**src/rtl/mem_port_arb_pkg.sv**
```systemverilog
// Shared definitions for the memory port arbiter: FSM states and sizing helpers.
package mem_port_arb_pkg;

  typedef enum logic [1:0] {
    ST_IDLE = 2'd0,
    ST_RD   = 2'd1,
    ST_RDW  = 2'd2,
    ST_WR   = 2'd3
  } state_t;

  // Width of a byte-count field: two bits cover up to three bytes, four needs three.
  function automatic int cnt_width(input int maxb);
    return (maxb <= 3) ? 2 : 3;
  endfunction

  // A zero count still moves one byte; counts above the maximum are clamped.
  function automatic int eff_count(input int cnt, input int maxb);
    if (cnt == 0)
      return 1;
    else if (cnt > maxb)
      return maxb;
    else
      return cnt;
  endfunction

endpackage

```
**src/rtl/mem_port_arb_rr_arbiter.sv**
```systemverilog
// Combinational round-robin selector: the search starts one port past the last grant.
module rr_arbiter #(
  parameter int NPORT = 4,
  parameter int IDXW  = 2
) (
  input  logic [NPORT-1:0] req,
  input  logic [IDXW-1:0]  last,
  output logic [NPORT-1:0] gnt
);

  // Walk the ports in priority order and grant the first one that is requesting.
  always_comb begin
    gnt = '0;
    for (int i = 1; i <= NPORT; i++) begin
      for (int p = 0; p < NPORT; p++) begin
        if (p == ((int'(last) + i) % NPORT) && req[p] && (gnt == '0))
          gnt[p] = 1'b1;
      end
    end
  end

endmodule

```
**src/rtl/mem_port_arb.sv**
```systemverilog
// Arbitrates several multi-byte read ports and one write port onto a single-byte
// synchronous RAM. Writes have absolute priority; reads are served round-robin.
module mem_port_arb
  import mem_port_arb_pkg::*;
#(
  parameter  int NPORT = 4,
  parameter  int ADR_W = 16,
  parameter  int MAXB  = 3,
  localparam int CNT_W = cnt_width(MAXB)
) (
  input  logic                   clk_i,
  input  logic                   rst_i,
  input  logic [NPORT-1:0]       rreq_i,
  input  logic [NPORT*ADR_W-1:0] radr_i,
  input  logic [NPORT*CNT_W-1:0] rcnt_i,
  output logic [NPORT-1:0]       rack_o,
  output logic [MAXB*8-1:0]      rdat_o,
  input  logic                   wreq_i,
  input  logic [ADR_W-1:0]       wadr_i,
  input  logic [CNT_W-1:0]       wcnt_i,
  input  logic [MAXB*8-1:0]      wdat_i,
  output logic                   wack_o,
  output logic                   stl_o,
  output logic [ADR_W-1:0]       mem_adr_o,
  output logic                   mem_we_o,
  output logic [7:0]             mem_wdat_o,
  input  logic [7:0]             mem_rdat_i
);

  localparam int IDXW = (NPORT > 1) ? $clog2(NPORT) : 1;

  state_t               state;
  logic [IDXW-1:0]      last_gnt;
  logic [NPORT-1:0]     cur_gnt;
  logic [CNT_W-1:0]     k;
  logic [CNT_W-1:0]     last_k;
  logic [CNT_W-1:0]     cap_idx;
  logic [MAXB*8-1:0]    rbuf;
  logic [MAXB*8-1:0]    wbuf;
  logic [MAXB*8-1:0]    merged;

  logic [NPORT-1:0]     rreq_live;
  logic                 wreq_live;
  logic [NPORT-1:0]     gnt;
  logic [ADR_W-1:0]     sel_adr;
  logic [CNT_W-1:0]     sel_cnt;
  logic [IDXW-1:0]      sel_idx;

  // A request acknowledged this cycle is already served and must not be granted again.
  assign rreq_live = rreq_i & ~rack_o;
  assign wreq_live = wreq_i & ~wack_o;

  assign stl_o = (state != ST_IDLE) || (|rreq_live) || wreq_live;

  rr_arbiter #(
    .NPORT (NPORT),
    .IDXW  (IDXW)
  ) u_rr (
    .req  (rreq_live),
    .last (last_gnt),
    .gnt  (gnt)
  );

  // Pick out the granted port's address, count and index from the packed buses.
  always_comb begin
    sel_adr = '0;
    sel_cnt = '0;
    sel_idx = '0;
    for (int p = 0; p < NPORT; p++) begin
      if (gnt[p]) begin
        sel_adr = radr_i[p*ADR_W +: ADR_W];
        sel_cnt = rcnt_i[p*CNT_W +: CNT_W];
        sel_idx = IDXW'(p);
      end
    end
  end

  // Read buffer with the byte currently arriving from the RAM dropped into its slot.
  always_comb begin
    merged = rbuf;
    for (int b = 0; b < MAXB; b++) begin
      if (cap_idx == CNT_W'(b))
        merged[b*8 +: 8] = mem_rdat_i;
    end
  end

  // Main controller: grant, walk the byte addresses, assemble read data, pulse acks.
  always_ff @(posedge clk_i or negedge rst_i) begin
    if (!rst_i) begin
      state      <= ST_IDLE;
      last_gnt   <= IDXW'(NPORT - 1);
      cur_gnt    <= '0;
      k          <= '0;
      last_k     <= '0;
      cap_idx    <= '0;
      rbuf       <= '0;
      wbuf       <= '0;
      rack_o     <= '0;
      wack_o     <= 1'b0;
      rdat_o     <= '0;
      mem_adr_o  <= '0;
      mem_we_o   <= 1'b0;
      mem_wdat_o <= '0;
    end else begin
      rack_o <= '0;
      wack_o <= 1'b0;
      case (state)
        ST_IDLE: begin
          if (wreq_live) begin
            state      <= ST_WR;
            mem_adr_o  <= wadr_i;
            mem_we_o   <= 1'b1;
            mem_wdat_o <= wdat_i[7:0];
            wbuf       <= wdat_i >> 8;
            k          <= '0;
            last_k     <= CNT_W'(eff_count(int'(wcnt_i), MAXB) - 1);
          end else if (|rreq_live) begin
            state     <= ST_RD;
            cur_gnt   <= gnt;
            last_gnt  <= sel_idx;
            mem_adr_o <= sel_adr;
            k         <= '0;
            cap_idx   <= '0;
            rbuf      <= '0;
            last_k    <= CNT_W'(eff_count(int'(sel_cnt), MAXB) - 1);
          end
        end
        ST_RD: begin
          if (k != '0) begin
            rbuf    <= merged;
            cap_idx <= cap_idx + CNT_W'(1);
          end
          if (k == last_k) begin
            state <= ST_RDW;
          end else begin
            k         <= k + CNT_W'(1);
            mem_adr_o <= mem_adr_o + ADR_W'(1);
          end
        end
        ST_RDW: begin
          rdat_o <= merged;
          rack_o <= cur_gnt;
          state  <= ST_IDLE;
        end
        ST_WR: begin
          if (k == last_k) begin
            mem_we_o <= 1'b0;
            wack_o   <= 1'b1;
            state    <= ST_IDLE;
          end else begin
            k          <= k + CNT_W'(1);
            mem_adr_o  <= mem_adr_o + ADR_W'(1);
            mem_wdat_o <= wbuf[7:0];
            wbuf       <= wbuf >> 8;
          end
        end
        default: state <= ST_IDLE;
      endcase
    end
  end

endmodule

```
**config.mk**
```make
export PLATFORM = sky130hd
export DESIGN_NAME = mem_port_arb
export DESIGN_NICKNAME = d
export VERILOG_FILES = /design/src/rtl/mem_port_arb_pkg.sv /design/src/rtl/mem_port_arb_rr_arbiter.sv /design/src/rtl/mem_port_arb.sv
export SDC_FILE = /design/constraint.sdc
export NUM_CORES = 1
export LEC_CHECK = 0
export CAP_MARGIN = 20
export CORE_MARGIN = 2
export CORE_UTILIZATION = 50
export DETAILED_ROUTE_END_ITERATION = 10
export MAX_ROUTING_LAYER = met4
export PLACE_DENSITY = 0.86
export SYNTH_ARGS = -nofsm -noshare
export SYNTH_HDL_FRONTEND = slang
export SYNTH_SLANG_ARGS = --single-unit
```
**constraint.sdc**
```tcl
create_clock -name clk_i -period 3.6 [get_ports clk_i]
set_clock_uncertainty 0.05 [all_clocks]
set_input_delay 0.72 -clock clk_i [delete_from_list [all_inputs] [get_ports clk_i]]
set_output_delay 0.72 -clock clk_i [all_outputs]
set_load 0.005 [all_outputs]
```
==> After elaboration in Yosys (flattened, before gate mapping) <==
Index checks and enable logic that the tools add are counted.
{ "totals": {"regBits": 116, "input_bits": 129, "output_inout_bits": 55, "elab_cells": 205} }
{ "classes": {"n_addsub": 9, "n_eq_ne": 27, "muxes": 71, "n_bitwise": 10, "n_reduce_logical": 74} }
{ "ops": {"columns": ["operator", "n"], "rows": [
  ["$logic_not 32->1", 4],
  ["$mux 24", 5],
  ["$mux 16", 7],
  ["$pmux 24 s2", 2],
  ["$logic_not 4->1", 12],
  ["$mux 2", 24],
  ["$mux 8", 5],
  ["$pmux 16 s2", 1],
  ["$logic_and 1x1->1", 31],
  ["$eq 3x3->1 const A", 8],
  ["$mux 1", 21],
  ["$add 16x1->16 const B", 1],
  ["$ne 2x2->1 const B", 8],
  ["$pmux 8 s2", 1],
  ["$reduce_and 3->1", 5],
  ["$eq 2x3->1 const A", 4],
  ["$reduce_bool 2->1", 6],
  ["$logic_not 2->1", 5],
  ["$reduce_or 2->1", 5],
  ["$add 2x1->2 const B", 4],
  ["$pmux 2 s2", 2],
  ["$pmux 2 s4", 1],
  ["$eq 2x2->1 const B", 3],
  ["$add 2x2->2 const B", 2],
  ["other kinds (16)", 24]
]} }

==> Depth between registers and ports, before layout <==
{ "logic_depth": {"word_depth": 60, "mapped_depth": 10, "ltp_nobuf": 8} }

==> By module <==
From an unflattened synthesis, not the netlist that was laid out.
{ "unflattened": {"hier_cells": 630, "area_unflattened_um2": 5803.1} }
{ "by_module_without_submodules": {"columns": ["module", "n_inst", "cells_each", "area_each_um2", "seq_area_each_um2"], "rows": [
  ["mem_port_arb", 1, 614, 5706.7, 2705.1],
  ["rr_arbiter", 1, 16, 96.3, 0.0]
]} }

==> Worst setup path before layout <==
OpenSTA, ideal clock, no wires.
{ "synth_path": {"path_kind": "input to register", "start": "in rreq_i[3]", "end": "reg mem_adr_o[7]", "setup_ns": 0.126, "t_arrival_ns": 2.184, "path_slack_ns": 1.240, "stages": 10, "path_buffers": 3, "path_cell_list": "nand2b_4 -> buf_6 -> a22oi_4 -> o22ai_2 -> and2_4 -> buf_6 -> buf_8 -> a222oi_1 -> a21oi_1 -> a221o_1"} }
{ "synth_via": {"elab_chain_len": 44} }
{ "synth_lines": {"columns": ["element", "line", "text"], "rows": [
  ["start: declaration", "mem_port_arb.sv:13", "input logic [NPORT-1:0] rreq_i,"],
  ["$and 4x4->4 (*)", "mem_port_arb.sv:50", "assign rreq_live = rreq_i & ~rack_o;"],
  ["$logic_and 1x1->1 (2 in a row)", "mem_port_arb_rr_arbiter.sv:16", "if (p == ((int'(last) + i) % NPORT) && req[p] && (gnt == '0))"],
  ["$mux 1", "mem_port_arb_rr_arbiter.sv:16", null],
  ["$logic_not 4->1", "mem_port_arb_rr_arbiter.sv:16", null],
  ["$logic_and 1x1->1", "mem_port_arb_rr_arbiter.sv:16", null],
  ["$mux 1", "mem_port_arb_rr_arbiter.sv:16", null],
  ["$logic_not 4->1", "mem_port_arb_rr_arbiter.sv:16", null],
  ["$logic_and 1x1->1", "mem_port_arb_rr_arbiter.sv:16", null],
  ["[27 not listed]", null, null],
  ["$mux 1", "mem_port_arb_rr_arbiter.sv:16", null],
  ["$logic_not 4->1", "mem_port_arb_rr_arbiter.sv:16", null],
  ["$logic_and 1x1->1", "mem_port_arb_rr_arbiter.sv:16", null],
  ["$mux 1", "mem_port_arb_rr_arbiter.sv:16", null],
  ["$mux 16", "mem_port_arb.sv:70", "if (gnt[p]) begin"],
  ["$mux 16", "mem_port_arb.sv:117", "end else if (|rreq_live) begin"],
  ["$mux 16", "mem_port_arb.sv:109", "if (wreq_live) begin"],
  ["$pmux 16 s2", "mem_port_arb.sv:107", "case (state)"],
  ["end signal: assignment", "mem_port_arb.sv:111", "mem_adr_o <= wadr_i;"],
  ["end signal: assignment", "mem_port_arb.sv:121", "mem_adr_o <= sel_adr;"],
  ["end signal: assignment", "mem_port_arb.sv:137", "mem_adr_o <= mem_adr_o + ADR_W'(1);"],
  ["end: declaration", "mem_port_arb.sv:24", "output logic [ADR_W-1:0] mem_adr_o,"]
]} }
Mark *: on every way between the ends. The rest lies on a longest branch, timed or not. The select of a mux whose other input is x is not followed.
A chain may end at the register's enable or synchronous reset.

==> Worst setup path in the final report <==
{ "layout_path": {"start": "in rreq_i[0]", "end": "out stl_o"} }
{ "layout_via": {"elab_chain_len": 4} }
{ "layout_lines": {"columns": ["element", "line", "text"], "rows": [
  ["$and 4x4->4", "mem_port_arb.sv:50", null],
  ["$reduce_or 4->1", "mem_port_arb.sv:53", "assign stl_o = (state != ST_IDLE) || (|rreq_live) || wreq_live;"],
  ["$logic_or 1x1->1 (2 in a row)", "mem_port_arb.sv:53", null],
  ["end: declaration", "mem_port_arb.sv:23", "output logic stl_o,"]
]} }
Every way passes these cells.

==> out/results.tsv <==
stage	metric	value	unit
pwr	Internal	3.661	mW
sta	Tmin final	2.991	ns
pwr	switching power	2.412	mW
detailed_routing	DRC	0	
worst_setup_path	cell chain of the critical path	clkdlybuf4s50_1, nand2b_1, and4_2, nand3_1, clkdlybuf4s50_1	
grt	vias in the first global route	5198	
finish	Area Overhead vs Synth	39.28	%
placement	DP Worst Slack	0.4789	ns
synth	Syn Std Cell Area	0.005545	mm2
sta	fmax	0.3343	GHz
detailed_routing	met1 wire length	6675	um
synth	top cells by count, synth	106 x dfrtp_1, 74 x o21ai_0, 67 x nand2_1	
grt	first-pass GRT wire length	26190	um
sta	final hold viol count	0	
pwr	sequential power share	35.4	%
detailed_routing	met2 WL	8019	um
sta	Slew HR	37.00	%
clocking	CTS root buf	clkbuf_8	
synth	Seq/Total Area, Yosys	48.78	%
synth	async set or reset register ratio after synthesis	100.0	%
worst_setup_path	Startpoint Class	input port	
detailed_routing	starting DRC count in detailed routing	361	
pwr	Total Power	6.073	mW
job	Max Cap Viol	0	
synth	Cells after Synth	555	
floorplanning	Die Width	109.3	um
worst_setup_path	WP data required	2.83	ns
worst_setup_path	crit path from	rreq_i[0]	
worst_setup_path	crit path capture type	output pin	
worst_setup_path	CP most frequent cell	clkdlybuf4s50_1	
floorplanning	row count	38	
worst_setup_path	Reg2Reg Setup Slack	0.98	ns
synth	Yosys reg bits	108	
finish	fin nets	859	
pwr	leakage	3.375	nW
clocking	Resized Gates After CTS	0	
grt	largest net degree at the start of global routing	62	
detailed_routing	drt pass-1 iters	5	
clocking	CTS Hold Bufs	0	
pwr	Combinational Power Share	51.0	%
sta	final setup TNS	0	ns
sta	# setup viols final	0	
grt	initial antenna violation count	0	
pwr	Pwr per Cell Area	786.3	mW/mm2
worst_setup_path	crit path to	stl_o	
placement	Placer Congestion	0.9561	
synth	Syn Nets	689	
clocking	Bufs on Longest Clock Path	2	
worst_setup_path	CP Max Fanout	5	
clocking	htree depth	3	
floorplanning	IO Count	184	
synth	Yosys top cell by area	dfrtp_1	
synth	top-count cell post-synth	dfrtp_1	
sta	RSZ-0062 raised after global routing	no	
worst_setup_path	r2r startpoint	last_gnt[0]$_DFFE_PN1P_	
floorplanning	Initial Util	51.15	%
detailed_routing	Vias/cell	5.982	
clocking	CTS Buf Count	9	
placement	DP HPWL	12090	um
synth	syn avg cell area	9.992	um2
worst_setup_path	reg2reg path depth	7	
synth	Synth Area in Compound Gates	25.61	%
pwr	Clk pwr share	13.6	%
detailed_routing	Final Routed Wirelength	16590	um
status	status	completed	
sta	setup ws final	0.6085	ns
sta	fin crit share	83.10	%
worst_setup_path	Largest stage delay, worst path	0.51	ns
detailed_routing	DRT antenna net count	0	
floorplanning	height of the die	109.3	um
pwr	fraction of power spent switching nets	39.71	%
synth	Post-synth top flop	dfrtp_1	
worst_setup_path	CP max stage cell	clkdlybuf4s50_1	
sta	Worst Max-Slew Pin Slew	0.9426	ns
detailed_routing	vias post-DR	5204	
floorplanning	die area	0.01195	mm2
grt	total grt overflow	0	
synth	Synth Warn #	0	
detailed_routing	DR WL met3	1468	um
synth	Synth Area in XOR/XNOR	0.3159	%
finish	share of cells above drive strength 1	7.671	%
grt	GRT Total Usage	29.15	%
floorplanning	core area	0.01084	mm2
sta	Max Slew Vio Count	0	
synth	Post-synth EDFFs	0	
clocking	Post-CTS Setup Bufs	0	
synth	top cells by area, synth	dfrtp_1 48%, mux2i_1 7.4%, o21ai_0 6.7%, a22o_1 5.5%, nand2_1 4.5%	
worst_setup_path	CP Class	input port to output pin	
synth	Distinct cells, synth	58	
synth	simple-gate area share of the yosys netlist	12.34	%
finish	n_diodes	0	
synth	share of the synthesized area in the top cell type	47.83	%
clocking	clock transition at the registers of the reported paths	0.11	ns
worst_setup_path	arrival time worst endpoint	2.22	ns
worst_setup_path	Worst R2R End	mem_adr_o[12]$_DFFE_PN0P_	
clocking	CTS tree	done	
min_path	Hold Crit Class	input port to async pin	
detailed_routing	Top Layer Used	met4	
detailed_routing	WL/cell	19.06	um
finish	fill count	845	
synth	main combinational cell family by area after synthesis	compound AO/OA/AOI/OAI gates	
synth	adder-cell share of the synthesized area	1.128	%
placement	PortBufs	183	
pwr	Worst IR Drop VDD	493.6	uV
clocking	clk sinks	108	
clocking	Clock Latency Late Sink	0.36	ns
synth	multiplexer share of the synthesized area	8.010	%
power groups by stage:
stage	clock network, mW	registers, mW	logic [mW]
after global placement	0	2.12	2.97
after detailed placement	0	2.15	3.08
final	0.826	2.15	3.10
after floorplan	0	2.05	1.93
after global routing	0.891	2.21	3.42
after CTS	0.845	2.14	3.09
cells by family (layout without fill, tap and decap cells):
| logic type | after synthesis | in the layout |
|---|---|---|
| flip-flops | 108 | 108 |
| buffers and inverters | 47 | 222 |
| AO/OA/AOI/OAI | 205 | 205 |
| AND/OR/NAND/NOR | 144 | 144 |
| multiplexers | 44 | 44 |
| XOR/XNOR | 2 | 2 |
| adder cells (fa/ha/maj) | 5 | 5 |
cells in the final DEF (no fill, tap or decap), types with 3 or more instances in the layout:
cell,count
a21oi_1,36
a22oi_1,4
inv_1,9
clkbuf_8,9
a211oi_1,3
dfrtp_1,106
nand2_1,67
buf_4,13
a221o_1,12
and2_1,6
and3_1,10
clkinv_4,3
a222oi_1,9
or3_1,3
nor2b_1,3
nand2b_1,7
mux2_2,3
a21o_1,7
ha_1,5
o21ai_0,74
nand3_1,16
clkdlybuf4s50_1,182
nor3_1,5
nor2_1,18
a22o_1,35
mux2i_1,41
worst max-delay path: cells and delay by family:
kind	cells	cell delay (ns)
simple gates	3	0.52
buf+inv	2	0.98
sequential cells by signal, summed over array words and instances (netlist names), 4 cells and up:
signal	cells
rack_o	4
mem_wdat_o	8
wbuf	16
rbuf	24
rdat_o	24
cur_gnt	4
mem_adr_o	16
through the flow:
| step | util, % | hold WS, ns | cell area [um2] | cells |
|---|---|---|---|---|
| global route | 71.25 | 0.4003 | 7724 | 870 |
| finish | 71.25 | 0.3440 | 7724 | 870 |
| detailed placement | 69.17 | 0.4225 | 7498 | 854 |
| global placement | 69.17 | 0.4109 | 7498 | 854 |
| CTS | 71.25 | 0.3779 | 7724 | 870 |
| floorplan | - | 0.3744 | 5545 | 555 |
how the worst min path moves through the flow:
stage          cells after the start                       from                         to  slack (ns)
5_1_grt                            1                      rst_i  mem_wdat_o[6]$_DFFE_PN0P_        0.40
6_report                           1                      rst_i  mem_wdat_o[6]$_DFFE_PN0P_        0.34
3_3_place_gp                       2     cur_gnt[1]$_DFFE_PN0P_     cur_gnt[1]$_DFFE_PN0P_        0.41
4_1_cts                            1                      rst_i  mem_wdat_o[6]$_DFFE_PN0P_        0.38
2_1_floorplan                      0                      rst_i     cap_idx[0]$_DFFE_PN0P_        0.37
3_5_place_dp                       2  mem_wdat_o[1]$_DFFE_PN0P_  mem_wdat_o[1]$_DFFE_PN0P_        0.42
layer usage:
layer,GRT usage [%],vias up
met1,35.75,2493
met3,5.453,38
li1,-,2395
met4,8.499,0
met5,-,-
met2,49.51,278
layout make-up:
class,count,area [um2],share of cell area [%]
clock inverters,6,97.59,1.264
multi-input cells,400,2641,34.20
flip-flops and latches,108,2705,35.02
clock buffers,10,127.6,1.652
inverters,10,37.54,0.4860
repair buffers,196,1939,25.11
well taps,140,175.2,2.268
(Power assumes the default switching activity.)
